--- config.mk ---
export PLATFORM = sky130hd
export DESIGN_NAME = ieu_ctrl
export DESIGN_NICKNAME = d
export VERILOG_FILES = /design/src/rtl/ieu_pkg.sv /design/src/rtl/ieu_watchdog.sv /design/src/rtl/ieu_ctrl.sv
export SDC_FILE = /design/constraint.sdc
export NUM_CORES = 1
export LEC_CHECK = 0
export BUFFER_PORTS_ARGS = -buffer_cell sky130_fd_sc_hd__clkbuf_2
export CORE_MARGIN = 2
export CORE_UTILIZATION = 40
export DETAILED_ROUTE_END_ITERATION = 16
export PLACE_DENSITY = 0.66
export SLEW_MARGIN = 15
export SYNTH_ARGS = -nofsm -noshare
export SYNTH_HDL_FRONTEND = slang
export SYNTH_SLANG_ARGS = --single-unit
--- constraint.sdc ---
create_clock -name clk -period 1.37 [get_ports clk]
set_input_delay 0 -clock clk [delete_from_list [all_inputs] [get_ports clk]]
set_output_delay 0 -clock clk [all_outputs]
set_load 0.01 [all_outputs]
--- src/rtl/ieu_pkg.sv ---
// Shared encodings for the integer execution unit: opcodes, sequencer states
// and the datapath select codes driven by the sequencer.
package ieu_pkg;

   localparam logic [4:0] OPC_LOAD     = 5'b00000;
   localparam logic [4:0] OPC_STORE    = 5'b01000;
   localparam logic [4:0] OPC_BRANCH   = 5'b11000;
   localparam logic [4:0] OPC_JALR     = 5'b11001;
   localparam logic [4:0] OPC_MISC_MEM = 5'b00011;
   localparam logic [4:0] OPC_JAL      = 5'b11011;
   localparam logic [4:0] OPC_OP_IMM   = 5'b00100;
   localparam logic [4:0] OPC_OP       = 5'b01100;
   localparam logic [4:0] OPC_SYSTEM   = 5'b11100;
   localparam logic [4:0] OPC_AUIPC    = 5'b00101;
   localparam logic [4:0] OPC_LUI      = 5'b01101;

   typedef enum logic [2:0] {
      StFetch, StDecode, StExec, StMem, StWb, StTrap
   } ieu_state_e;

   typedef enum logic [1:0] {
      PcPlus4 = 2'b00, PcAlu = 2'b01, PcTrap = 2'b10
   } pc_sel_e;

   typedef enum logic [1:0] {
      WselAlu = 2'b00, WselLoad = 2'b01, WselPc4 = 2'b10
   } rf_wsel_e;

   typedef enum logic [1:0] {
      CauseIllegal = 2'b00, CauseFetchTo = 2'b01, CauseDmemErr = 2'b10, CauseDmemTo = 2'b11
   } trap_cause_e;

   function automatic logic opcode_legal(input logic [4:0] op);
      case (op)
         OPC_LOAD, OPC_STORE, OPC_BRANCH, OPC_JALR, OPC_MISC_MEM, OPC_JAL,
         OPC_OP_IMM, OPC_OP, OPC_SYSTEM, OPC_AUIPC, OPC_LUI: return 1'b1;
         default:                                            return 1'b0;
      endcase
   endfunction

endpackage

--- src/rtl/ieu_watchdog.sv ---
// Request watchdog: counts enabled cycles since the last clear and flags
// expiry once the count reaches TIMEOUT-1.
module ieu_watchdog #(
   parameter int unsigned TIMEOUT = 16
) (
   input  logic clk,
   input  logic rst,
   input  logic clr,
   input  logic en,
   output logic expired
);

   localparam int unsigned CntW = $clog2(TIMEOUT);

   logic [CntW-1:0] cnt_q;

   assign expired = (cnt_q == CntW'(TIMEOUT - 1));

   // Holds at the limit; the sequencer always leaves the state and clears it.
   always_ff @(posedge clk) begin
      if (rst || clr) begin
         cnt_q <= '0;
      end else if (en && !expired) begin
         cnt_q <= cnt_q + CntW'(1);
      end
   end

endmodule

--- src/rtl/ieu_ctrl.sv ---
// Multi-cycle sequencer for the integer execution unit: walks each instruction
// through fetch/decode/exec/mem/wb, runs memory handshakes and traps.
module ieu_ctrl
   import ieu_pkg::*;
#(
   parameter int unsigned TIMEOUT  = 16,
   parameter int unsigned RETIRE_W = 32
) (
   input  logic                clk,
   input  logic                rst,
   input  logic [4:0]          opcode,
   input  logic [1:0]          instr_low,
   input  logic [2:0]          funct3,
   input  logic                branch_taken,
   output logic                imem_req,
   input  logic                imem_ack,
   output logic                ir_we,
   output logic                dmem_req,
   output logic                dmem_we,
   input  logic                dmem_ack,
   input  logic                dmem_err,
   output logic                mdr_we,
   output logic                alu_latch,
   output logic                pc_we,
   output logic [1:0]          pc_sel,
   output logic                rf_we,
   output logic [1:0]          rf_wsel,
   output logic                trap,
   output logic [1:0]          trap_cause,
   output logic                retire,
   output logic [RETIRE_W-1:0] retire_cnt
);

   ieu_state_e          state_q, state_d;
   trap_cause_e         cause_q, cause_d;
   logic                active_q;
   logic [RETIRE_W-1:0] cnt_q;
   logic                wd_expired, wd_clr, wd_en;
   logic                is_load, is_store;
   logic                unused_funct3;

   assign unused_funct3 = ^funct3;
   assign is_load       = (opcode == OPC_LOAD);
   assign is_store      = (opcode == OPC_STORE);

   // active_q keeps every output low for the cycle after reset was sampled.
   assign wd_en  = active_q && (state_q == StFetch || state_q == StMem);
   assign wd_clr = !active_q || (state_d != state_q);

   ieu_watchdog #(
      .TIMEOUT(TIMEOUT)
   ) u_watchdog (
      .clk    (clk),
      .rst    (rst),
      .clr    (wd_clr),
      .en     (wd_en),
      .expired(wd_expired)
   );

   always_comb begin
      state_d = state_q;
      cause_d = cause_q;
      if (active_q) begin
         case (state_q)
            StFetch: begin
               if (imem_ack) begin
                  state_d = StDecode;
               end else if (wd_expired) begin
                  state_d = StTrap;
                  cause_d = CauseFetchTo;
               end
            end
            StDecode: begin
               if (instr_low != 2'b11 || !opcode_legal(opcode)) begin
                  state_d = StTrap;
                  cause_d = CauseIllegal;
               end else begin
                  state_d = StExec;
               end
            end
            StExec: state_d = (is_load || is_store) ? StMem : StWb;
            StMem: begin
               if (dmem_err) begin
                  state_d = StTrap;
                  cause_d = CauseDmemErr;
               end else if (dmem_ack) begin
                  state_d = StWb;
               end else if (wd_expired) begin
                  state_d = StTrap;
                  cause_d = CauseDmemTo;
               end
            end
            StWb:    state_d = StFetch;
            StTrap:  state_d = StFetch;
            default: state_d = StFetch;
         endcase
      end
   end

   always_ff @(posedge clk) begin
      if (rst) begin
         state_q  <= StFetch;
         cause_q  <= CauseIllegal;
         active_q <= 1'b0;
         cnt_q    <= '0;
      end else begin
         state_q  <= state_d;
         cause_q  <= cause_d;
         active_q <= 1'b1;
         if (active_q && state_q == StWb) begin
            cnt_q <= cnt_q + RETIRE_W'(1);
         end
      end
   end

   always_comb begin
      imem_req  = 1'b0;
      ir_we     = 1'b0;
      dmem_req  = 1'b0;
      dmem_we   = 1'b0;
      mdr_we    = 1'b0;
      alu_latch = 1'b0;
      pc_we     = 1'b0;
      pc_sel    = PcPlus4;
      rf_we     = 1'b0;
      rf_wsel   = WselAlu;
      trap      = 1'b0;
      retire    = 1'b0;
      if (active_q) begin
         case (state_q)
            StFetch: begin
               imem_req = 1'b1;
               ir_we    = imem_ack;
            end
            StExec: alu_latch = 1'b1;
            StMem: begin
               dmem_req = 1'b1;
               dmem_we  = is_store;
               mdr_we   = dmem_ack && !dmem_err && is_load;
            end
            StWb: begin
               pc_we  = 1'b1;
               retire = 1'b1;
               case (opcode)
                  OPC_OP, OPC_OP_IMM, OPC_LUI, OPC_AUIPC: rf_we = 1'b1;
                  OPC_LOAD: begin
                     rf_we   = 1'b1;
                     rf_wsel = WselLoad;
                  end
                  OPC_JAL, OPC_JALR: begin
                     rf_we   = 1'b1;
                     rf_wsel = WselPc4;
                     pc_sel  = PcAlu;
                  end
                  OPC_BRANCH: pc_sel = branch_taken ? PcAlu : PcPlus4;
                  default: ;
               endcase
            end
            StTrap: begin
               trap   = 1'b1;
               pc_we  = 1'b1;
               pc_sel = PcTrap;
            end
            default: ;
         endcase
      end
   end

   assign trap_cause = cause_q;
   assign retire_cnt = cnt_q;

endmodule

==> results of run 1 <==
-- cell usage in the layout, fill, tap and decap left out, drive strengths merged, types with 4 or more instances in the layout --
cell,instances
ha,5
dfxtp,42
nor2b,4
and2,7
a31oi,4
nand4,14
xnor2,10
and3,5
nor3,9
and4,6
xor2,21
or3,4
clkbuf,60
o21ai,5
nand3,17
buf,78
nor2,42
nand2,18
a21oi,11
inv,8
nand2b,5
-- cell usage after synthesis, types with 4 or more instances --
cell      number  share of area [%]
dfxtp_1       42                 35
nor2_1        42                6.6
xor2_1        21                7.7
nand2_1       18                2.8
nand3_1       16                3.4
a21oi_1       11                2.3
nand4_1       11                2.9
xnor2_1       10                3.7
and2_1         7                1.8
inv_1          7                1.1
nor3_1         6                1.3
and3_1         5                1.3
clkbuf_1       5               0.79
ha_1           5                2.6
nand2b_1       5                1.3
a31oi_1        4                1.0
and4_1         4                1.5
buf_2          4               0.84
nor2b_1        4                1.0
o21ai_0        4               0.84
-- worst max-delay path by stage --
stage	end
global placement	u_watchdog.cnt_q[2]
CTS	u_watchdog.cnt_q[2]
finish	u_watchdog.cnt_q[2]
global route	u_watchdog.cnt_q[2]
detailed placement	u_watchdog.cnt_q[2]
floorplan	retire_cnt[28]
-- cell families (layout without fill, tap and decap cells) --
| family | Yosys count | in the layout | share of synthesized area, % |
|---|---|---|---|
| flip-flops | 42 | 42 | 35.2 |
| buffers and inverters | 20 | 150 | 3.93 |
| adder cells (fa/ha/maj) | 5 | 5 | 2.62 |
| multiplexers | 2 | 2 | 0.839 |
| AO/OA/AOI/OAI | 35 | 35 | 9.75 |
| XOR/XNOR | 31 | 31 | 11.4 |
| AND/OR/NAND/NOR | 144 | 144 | 36.2 |
-- metrics by stage --
stage / cell area [um^2] / hold WS, ns / setup WS, ns / total power, mW / TNS (ns)
after floorplan: 2500 / 0.0541 / -0.107 / 1.41 / -1.28
final: 3750 / 0.133 / -0.194 / 2.33 / -2.14
after detailed placement: 3350 / 0.300 / -0.176 / 1.53 / -2.25
after global routing: 3750 / 0.155 / -0.228 / 2.43 / -4.32
after global placement: 3350 / 0.293 / -0.135 / 1.53 / -1.93
after CTS: 3490 / 0.140 / -0.165 / 2.33 / -3.11
-- worst reg2reg max path, stage by stage (launching register included) --
cell and delay [ns]:
dfxtp_2 0.35, or4b_4 0.53, a31oi_4 0.18, nand4_1 0.22, a211oi_2 0.21
-- report_power, final --
| group | switching, mW | leakage [nW] | internal (mW) | total (mW) |
|---|---|---|---|---|
| sequential | 0.0138 | 0.350 | 1.22 | 1.24 |
| combinational | 0.163 | 1.29 | 0.141 | 0.304 |
| clock | 0.429 | 0.0452 | 0.360 | 0.789 |
| total | 0.606 | 1.68 | 1.72 | 2.33 |
-- layout make-up --
class	count	area share, %
inverters	9	1.10
clock buffers	6	1.94
well taps	75	2.50
clock inverters	2	0.367
repair buffers	133	24.0
multi-input cells	217	46.7
flip-flops and latches	42	23.4
-- metal layers --
metal | vias to the layer above | wire length [um] | GRT usage [%]
li1 | 1241 | - | -
met1 | 1145 | 3020 | 25.4
met2 | 43 | 3080 | 32.4
met3 | 5 | 220 | 4.22
met4 | 0 | 53 | 4.58
met5 | - | 0 | 0
-- registers in the layout, summed over array words and instances, names as in the netlist --
signal	flops
state_q	3
u_watchdog.cnt_q	4
retire_cnt	32
active_q	1
trap_cause	2
-- what timing repair did --
| action | 4_1_cts | 5_1_grt |
|---|---|---|
| hold buffers | 1 | 0 |
| setup endpoints to repair | 40 | 44 |
| hold endpoints to repair | 2 | 0 |
| buffers inserted | 1 | 3 |
| pin swaps | 3 | 32 |
| gates resized for setup | 10 | 57 |
==> summary.md, run 1 <==
| Metric | Value |
|---|---|
| Final-report hold violation count | `0` |
| RSZ-0062 raised after global routing | `true` |
| Worst hold endpoint | `trap_cause[1]` |
| Worst setup SP type | `register` |
| CORE AREA | `0.00585 mm^2` |
| Max transition margin | `66.4%` |
| CTS max path bufs | `2` |
| Via density per instance | `5.03` |
| Routability cong. | `0.878` |
| Final Max Slew Viols | `0` |
| Failing checks | `negative setup slack` |
| Worst Setup Slack, final | `-0.194 ns` |
| # H-tree levels | `2` |
| Total Routing Usage GR | `19.4%` |
| Stages on worst setup path | `4` |
| GRT Residual Overflow | `0` |
| Hpwl dp | `4.66 mm` |
| Antenna-violating nets left | `0` |
| Final min period | `1.56 ns` |
| CTS tree | `yes` |
| Footprint of the multi-input gates | `0.00175 mm^2` |
| Synth warn | `0` |
| Synth Area per Inst | `8.55 um^2` |
| Final period utilization | `114%` |
| Worst Min Path Start | `imem_ack` |
| Yosys cell types | `53` |
| Reg-to-reg endpoint | `u_watchdog.cnt_q[2]` |
| DR vias | `2434` |
| Hold Crit Class | `input pin to register` |
| Mapped Area | `0.00239 mm^2` |
| Worst Path Buf+Inv | `0` |
| Max cap viols | `0` |
| Die Area | `0.00660 mm^2` |
| Syn Nets | `300` |
| PD cells | `622 mW/mm^2` |
| Fraction of layout instances using a drive strength above 1 | `53.3%` |
| DRC viols | `0` |
| Asr flop ratio synth | `0%` |
| Ys flop type | `dfxtp_1` |
| Crit path cell chain | `or4b_4 -> a31oi_4 -> nand4_1 -> a211oi_2` |
| Clock Latency Late Sink | `0.30 ns` |
| Root buf cell | `clkbuf_8` |
| Worst VDD drop | `0.348 mV` |
| Storage element area | `876 um^2` |
| Post-synth EDFFs | `0` |
| Wirelength per Cell | `13.2 um` |
| Crit path max fanout | `4` |
| R2R setup slack | `-0.19 ns` |
| # placed instances | `471` |
| Setup Crit Path Kind | `register to register` |
| Cell Rows | `28` |
| Reg-to-reg startpoint | `state_q[0]` |
| Fin util | `64.1%` |
| Initial antenna violation count | `0` |
| Reg clk slew, reported paths | `0.08 ns` |
| Top delay family on crit path | `simple AND/OR/NAND/NOR gates` |
| Starting Density | `40.8%` |
| Final cell count without fillers | `484` |
| Largest net degree at the start of global routing | `21` |
| Post-synthesis sequential element count | `42` |
| Max stage delay on crit path | `0.53 ns` |
| Sequential share of the synthesized area | `35.2%` |
| Fmax | `639 MHz` |
| Crit path from | `state_q[0]` |
| Die width | `81.2 um` |
| Number of port buffers | `60` |
| Status | `complete, but fails checks` |
| Ports | `64` |
| Nets | `429` |
| WP data required | `1.59 ns` |
| Post-Route WL | `6.37 mm` |
| Setup-failing EPs final | `28` |
| First-pass GRT wire length | `10.1 mm` |
| TritonRoute pass-1 iters | `4` |
| Die span in y | `81.2 um` |
| Vias in the first global route | `2242` |
| CTS sink count | `42` |
| Synthesis-to-finish area growth | `57.1%` |
| Num CTS Buffers | `5` |
| Critical Path AT | `1.78 ns` |
| Critical path's slowest cell | `or4b_4` |
| Clock Skew | `0.0109 ns` |
| Fillers | `489` |
| Static Leak | `1.68 nW` |
| Measured slew at the worst slew-check pin | `0.504 ns` |
| Hold Crit Depth | `4` |
| Post-Synthesis Cells | `279` |
| R2r worst-path depth | `4` |
| Crit path capture type | `register` |
| Iter 0 DRT Violations | `83` |
| Inserted Diodes | `0` |
No activity file was read; power rests on OpenSTA's default activity.
==> run 2: changes to the inputs <==
--- a/config.mk
+++ b/config.mk
@@ -9,8 +9,10 @@
 export CORE_MARGIN = 2
 export CORE_UTILIZATION = 40
 export DETAILED_ROUTE_END_ITERATION = 16
+export GPL_TIMING_DRIVEN = 0
 export PLACE_DENSITY = 0.66
 export SLEW_MARGIN = 15
 export SYNTH_ARGS = -nofsm -noshare
 export SYNTH_HDL_FRONTEND = slang
+export SYNTH_HIERARCHICAL = 1
 export SYNTH_SLANG_ARGS = --single-unit
==> summary.md, run 2 <==
| Metric | Value |
|---|---|
| Status | `complete, but fails checks` |
| Failing checks | `negative setup slack` |
| DRC viols | `0 (unchanged)` |
| Worst setup SP type | `register` |
| Synth Area per Inst | `8.27 um^2 (-3.3%)` |
| Vias in the first global route | `2252 (+0.45%)` |
| Worst Setup Slack, final | `-0.343 ns (-0.149 ns)` |
| Max cap viols | `0 (unchanged)` |
| Wirelength per Cell | `15.2 um (+15%)` |
| Nets | `428 (-0.23%)` |
| Routability cong. | `0.792 (-9.8%)` |
| Synthesis-to-finish area growth | `62.8%` |
| Post-Place Cell Area | `0.00287 mm^2 (-14%)` |
| Final-report hold violation count | `0 (unchanged)` |
| Yosys cell types | `55 (+3.8%)` |
| First-pass GRT wire length | `10.6 mm (+5.6%)` |
| Via density per instance | `5.26 (+4.6%)` |
| Mapped Area | `0.00235 mm^2 (-1.5%)` |
| CORE AREA | `0.00557 mm^2 (-4.7%)` |
| Max stage delay on crit path | `0.36 ns (-0.17 ns)` |
| Synth warn | `6 (+6)` |
| DP Worst Slack | `-0.587 ns (-0.412 ns)` |
| # placed instances | `416 (-12%)` |
| Ports | `64 (unchanged)` |
| TritonRoute pass-1 iters | `4 (unchanged)` |
| Leading area contributor after synthesis | `dfxtp_1` |
| Fillers | `450 (-8.0%)` |
| CTS sink count | `42 (unchanged)` |
| Num CTS Buffers | `5 (unchanged)` |
| Hpwl dp | `4.17 mm (-10%)` |
| Max transition margin | `66.6% (+0.17 points)` |
| Setup TNS | `-6.11 ns (-3.96 ns)` |
| Syn Nets | `305 (+1.7%)` |
| Reg clk slew, reported paths | `0.08 ns (about the same)` |
| Final cell count without fillers | `480 (-0.83%)` |
| Worst hold slack | `0.0375 ns (-0.0954 ns)` |
| Fmax | `584 MHz (-8.7%)` |
| Static Leak | `1.68 nW (-0.38%)` |
| Post-synthesis sequential element count | `42 (unchanged)` |
| Critical Path AT | `1.92 ns (+0.14 ns)` |
| Total Routing Usage GR | `20.7% (+1.4 points)` |
| Commonest cells in the netlist | `46 x nor2_1, 42 x dfxtp_1, 26 x xor2_1` |
| # H-tree levels | `2 (unchanged)` |
| Sequential share of the synthesized area | `35.8% (+0.54 points)` |
| Setup Crit Path Kind | `register to register` |
| GRT Residual Overflow | `0 (unchanged)` |
| Post-synth EDFFs | `0 (unchanged)` |
| Clock Skew | `0.0113 ns (+0.000424 ns)` |
| Synth area leaders | `dfxtp_1 36%, xor2_1 9.7%, nor2_1 7.3%, nand4_1 5.3%, nand2_1 3.0%` |
| CTS tree | `yes` |
| PD cells | `667 mW/mm^2 (+7.3%)` |
| Overall power | `2.55 mW (+9.5%)` |
| Largest net degree at the start of global routing | `15 (-29%)` |
| Asr flop ratio synth | `0% (unchanged)` |
| Cell Rows | `27 (-3.6%)` |
| Final min period | `1.71 ns (+0.149 ns)` |
| Most common cell after layout, fill and taps aside | `clkbuf_2` |
| Hold Crit Class | `input pin to register` |
| Iter 0 DRT Violations | `140 (+69%)` |
| Synth top area share | `35.8% (+0.54 points)` |
| Footprint of the multi-input gates | `0.00173 mm^2 (-1.3%)` |
| RSZ-0062 raised after global routing | `true` |
| Inserted Diodes | `0 (unchanged)` |
| Root buf cell | `clkbuf_8` |
| Ys flop type | `dfxtp_1` |
| Setup-failing EPs final | `50 (+79%)` |
| Clock Latency Late Sink | `0.30 ns (about the same)` |
| Die span in y | `80.6 um (-0.73%)` |
| Number of port buffers | `60 (unchanged)` |
| Initial antenna violation count | `0 (unchanged)` |
| Fin util | `68.6% (+4.6 points)` |
| Fraction of layout instances using a drive strength above 1 | `53.2% (-0.11 points)` |
| Crit path cell chain | `ha_4 -> nand3_4 -> clkinv_4 -> nor3_2 -> a211oi_1 -> nor2_1 -> nand3_2 -> nor2_4 -> o211ai_2 -> o41ai_2` |
| Post-Route WL | `7.28 mm (+14%)` |
| Final Max Slew Viols | `0 (unchanged)` |
| Measured slew at the worst slew-check pin | `0.501 ns (-0.00262 ns)` |
| Crit path capture type | `register` |
| Post-Synthesis Cells | `284 (+1.8%)` |
| DR vias | `2526 (+3.8%)` |
| Largest register FFs | `32 (unchanged)` |
| Antenna-violating nets left | `0 (unchanged)` |
| Worst VDD drop | `0.477 mV (+37%)` |
| Finished Cell Area | `0.00382 mm^2 (+2.1%)` |
| Most frequent cells in the layout | `49 x clkbuf_2, 44 x nor2_1, 37 x buf_4` |
| Storage element area | `905 um^2 (+3.3%)` |
| Final period utilization | `125% (+11 points)` |
| Die width | `80.6 um (-0.73%)` |
| Die Area | `0.00650 mm^2 (-1.4%)` |
| CTS max path bufs | `2 (unchanged)` |
| WP data required | `1.58 ns (about the same)` |
| Crit path max fanout | `6 (+2)` |
| Critical path's slowest cell | `dfxtp_4` |
| Most frequent cell after synthesis | `nor2_1` |
| Starting Density | `42.2% (+1.4 points)` |
==> run 2: cell types whose count changed in the layout (fill, tap and decap cells not counted), moves of 4 or more <==
cell      change
buf_4        -24
buf_6        +11
dfxtp_4      +10
nand4_1       +9
dfxtp_2       -7
xnor2_1       -7
clkbuf_2      -5
xor2_1        +5
and4_4        -4
buf_2         +4
nor2_4        +4
==> run 2: power breakdown <==
| group | switching (mW) | internal (mW) |
|---|---|---|
| combinational | 0.178 | 0.143 |
| clock | 0.463 | 0.547 |
| sequential | 0.0140 | 1.21 |
| total | 0.655 | 1.90 |
==> run 2: path summary, 6_finish.rpt <==
check,to,cells after the start,slack [ns],from
worst max register to register,u_watchdog/cnt_q[3],10,-0.34,u_watchdog/cnt_q[0]
worst min-delay path,u_watchdog/cnt_q[2],4,0.04,rst
worst max-delay path,u_watchdog/cnt_q[3],10,-0.34,u_watchdog/cnt_q[0]
worst min register to register,trap_cause[1],2,0.48,trap_cause[1]
==> run 2: repair_timing <==
| item | in CTS | in global routing |
|---|---|---|
| hold buffers | 1 | 0 |
| buffers inserted | 37 | 18 |
| pin swaps | 40 | 38 |
| cloned | 2 | 1 |
| endpoints found under the hold margin | 2 | 0 |
| resized for setup | 57 | 54 |
| setup endpoints to repair | 46 | 48 |
==> run 2: per-layer routing <==
metal	routed length, um	up-vias	part of all wire (%)	global-route usage, %
li1	-	1245	-	-
met1	3220	1208	44	27.0
met2	3720	64	51	35.3
met3	272	9	3.7	4.16
met4	78	0	1.1	4.58
met5	0	-	0	0
==> run 2: cell type report <==
| cell class | count | area share [%] |
|---|---|---|
| inverter | 13 | 1.80 |
| timing repair buffer | 116 | 21.7 |
| multi-input combinational | 218 | 45.1 |
| clock inverter | 3 | 1.14 |
| buffer | 11 | 2.45 |
| sequential | 42 | 23.7 |
| clock buffer | 5 | 1.80 |
| tap | 72 | 2.36 |
==> run 2: kinds of logic (layout without fill, tap and decap cells) <==
logic type               Yosys count  in the layout  share of synthesized area [%]
AND/OR/NAND/NOR                  153            153                           36.4
flip-flops                        42             42                           35.8
XOR/XNOR                          30             30                           11.2
AO/OA/AOI/OAI                     29             29                           8.95
buffers and inverters             24            148                           4.53
adder cells (fa/ha/maj)            5              5                           2.66
multiplexers                       1              1                          0.479
==> run 2: critical path: cells and delay by family, from the launching register on <==
family	cells	cell delay [ns]
adder cells (fa/ha/maj)	1	0.17
buffers and inverters	1	0.08
flip-flops	1	0.36
AO/OA/AOI/OAI	3	0.24
AND/OR/NAND/NOR	5	0.76
==> run 3: changes to the inputs <==
--- a/config.mk
+++ b/config.mk
@@ -10,9 +10,8 @@
 export CORE_UTILIZATION = 40
 export DETAILED_ROUTE_END_ITERATION = 16
 export GPL_TIMING_DRIVEN = 0
-export PLACE_DENSITY = 0.66
+export RECOVER_POWER = 100
 export SLEW_MARGIN = 15
 export SYNTH_ARGS = -nofsm -noshare
 export SYNTH_HDL_FRONTEND = slang
-export SYNTH_HIERARCHICAL = 1
 export SYNTH_SLANG_ARGS = --single-unit
==> constraint.sdc (replaced) <==
create_clock -name clk -period 1.85 [get_ports clk]
set_input_delay 0 -clock clk [delete_from_list [all_inputs] [get_ports clk]]
set_output_delay 0 -clock clk [all_outputs]
set_load 0.01 [all_outputs]
==> summary.md, run 3 (synthesis gave the netlist of run 1 again) <==
| Metric | Value |
|---|---|
| Largest net degree at the start of global routing | `13 (-2)` |
| Reg-to-reg startpoint | `state_q[0]` |
| Fmax | `569 MHz` |
| R2r worst-path depth | `4 (-6)` |
| Setup Crit Path Kind | `register to primary output` |
| Vias in the first global route | `1845 (-18%)` |
| Final-report hold violation count | `0 (unchanged)` |
| Crit path cell chain | `clkbuf_4 -> nor2b_2 -> nand3_1 -> nor4_2 -> clkbuf_2` |
| Nets | `367 (-14%)` |
| DRC viols | `0 (unchanged)` |
| CTS sink count | `42 (unchanged)` |
| Final cell count without fillers | `422 (-12%)` |
| Crit path max fanout | `10 (+4)` |
| Storage element area | `842 um^2 (-6.9%)` |
| Iter 0 DRT Violations | `94 (-33%)` |
| PD cells | `629 mW/mm^2 (-5.7%)` |
| Worst hold endpoint | `retire_cnt[17]` |
| Final period utilization | `95.1%` |
| Most common cell after layout, fill and taps aside | `clkbuf_1` |
| Hold Crit Depth | `2 (-2)` |
| Worst hold slack | `0.0671 ns (+0.0296 ns)` |
| Setup-failing EPs final | `0 (-100%)` |
| DR vias | `2170 (-14%)` |
| Critical Path AT | `1.76 ns (-0.16 ns)` |
| # placed instances | `413 (-0.72%)` |
| Static Leak | `1.12 nW (-33%)` |
| Inserted Diodes | `0 (unchanged)` |
| Number of port buffers | `59 (-1.7%)` |
| Die width | `81.2 um (+0.73%)` |
| Root buf cell | `clkbuf_8` |
| CORE AREA | `0.00585 mm^2 (+5.0%)` |
| Worst VDD drop | `0.319 mV (-33%)` |
| Hpwl dp | `4.04 mm (-3.1%)` |
| Footprint of the multi-input gates | `0.00145 mm^2 (-16%)` |
| Hold_buf cts | `0 (-1)` |
| CTS max path bufs | `2 (unchanged)` |
| Reg-to-reg endpoint | `u_watchdog.cnt_q[2]` |
| Synthesis-to-finish area growth | `19.2%` |
| Max stage delay on crit path | `0.42 ns (+0.06 ns)` |
| Post-Route WL | `5.45 mm (-25%)` |
| R2R setup slack | `0.13 ns (+0.47 ns)` |
| Most frequent cells in the layout | `47 x clkbuf_1, 42 x nor2_1, 41 x dfxtp_1` |
| WP data required | `1.85 ns (+0.27 ns)` |
| Starting Density | `40.8% (-1.4 points)` |
| Crit path capture type | `primary output` |
| Num CTS Buffers | `5 (unchanged)` |
| Die span in y | `81.2 um (+0.73%)` |
| Fillers | `610 (+36%)` |
| Die Area | `0.00660 mm^2 (+1.5%)` |
| TritonRoute pass-1 iters | `5 (+1)` |
| Fraction of layout instances using a drive strength above 1 | `15.9% (-37 points)` |
| Critical path's slowest cell | `dfxtp_1` |
| Worst Min Path Start | `rst` |
| Worst setup SP type | `register` |
| Initial antenna violation count | `0 (unchanged)` |
| Status | `finished, final reports clean` |
| Clock Latency Late Sink | `0.29 ns (about the same)` |
| Antenna-violating nets left | `0 (unchanged)` |
| Max transition margin | `65.2% (-1.3 points)` |
| Cell Rows | `28 (+3.7%)` |
| Total Routing Usage GR | `16.6% (-4.1 points)` |
| Final min period | `1.76 ns` |
| Routability cong. | `0.854 (+7.9%)` |
| Ports | `64 (unchanged)` |
| Fin util | `48.6% (-20 points)` |
| Measured slew at the worst slew-check pin | `0.522 ns (+0.0201 ns)` |
| Max cap viols | `0 (unchanged)` |
| Reg clk slew, reported paths | `0.08 ns (about the same)` |
| Wirelength per Cell | `12.9 um (-15%)` |
| Largest register FFs | `32 (unchanged)` |
| Via density per instance | `5.14 (-2.3%)` |
| Hold Crit Class | `input pin to register` |
| # H-tree levels | `2 (unchanged)` |
| GRT Residual Overflow | `0 (unchanged)` |
| Clock Skew | `0.00645 ns (-0.00483 ns)` |
| First-pass GRT wire length | `8.64 mm (-19%)` |
| Final Max Slew Viols | `0 (unchanged)` |
| CTS tree | `yes` |
==> run 3: how the worst max path moves through the flow <==
stage	end	slack, ns	cells after the start	startpoint
after detailed placement	retire_cnt[28]	0.09	5	retire_cnt[10]
after global placement	retire_cnt[28]	0.14	5	retire_cnt[10]
after CTS	mdr_we	0.01	5	state_q[1]
after global routing	mdr_we	-0.006	5	state_q[1]
after floorplan	retire_cnt[28]	0.26	6	retire_cnt[3]
final	mdr_we	0.09	5	state_q[1]
==> run 3: layout make-up <==
class / count / area share [%]
clock buffers: 7 / 2.68
flip-flops and latches: 42 / 29.6
well taps: 75 / 3.30
multi-input cells: 217 / 50.8
clock inverters: 1 / 1.06
plain buffers: 11 / 2.24
repair buffers: 60 / 8.84
inverters: 9 / 1.45
==> run 3: worst max-delay path, delay by kind of cell, from the launching register on <==
kind | cells | cell delay, ns
buffers and inverters | 2 | 0.40
AND/OR/NAND/NOR | 3 | 0.64
flip-flops | 1 | 0.42
==> run 3: where the power goes <==
part / leakage (nW) / switching, mW / internal [mW]
Combinational: 0.731 / 0.0953 / 0.0598
Clock: 0.0524 / 0.313 / 0.404
Sequential: 0.340 / 0.00829 / 0.910
Total: 1.12 / 0.416 / 1.37
==> run 3: what timing repair did <==
| action | in CTS | in global routing |
|---|---|---|
| endpoints found under the setup margin | 0 | 7 |
| buffers inserted | 0 | 1 |
| gates resized for setup | 0 | 9 |
==> run 3: metrics by stage <==
stage	TNS [ns]	worst slack [ns]	instance area, um^2	power (mW)
6_report	0	0.0912	2850	1.79
5_1_grt	-0.00566	-0.00566	2850	1.86
4_1_cts	0	0.0101	2880	1.81
3_5_place_dp	0	0.0933	2780	1.09
3_3_place_gp	0	0.138	2780	1.09
2_1_floorplan	0	0.262	2390	1.04
==> run 3: metal layers <==
metal	share of wire, %	vias up	global-route usage [%]
met2	43	49	26.0
li1	-	1119	-
met5	0	-	0
met1	51	998	23.8
met3	5.0	4	3.22
met4	0.72	0	3.05
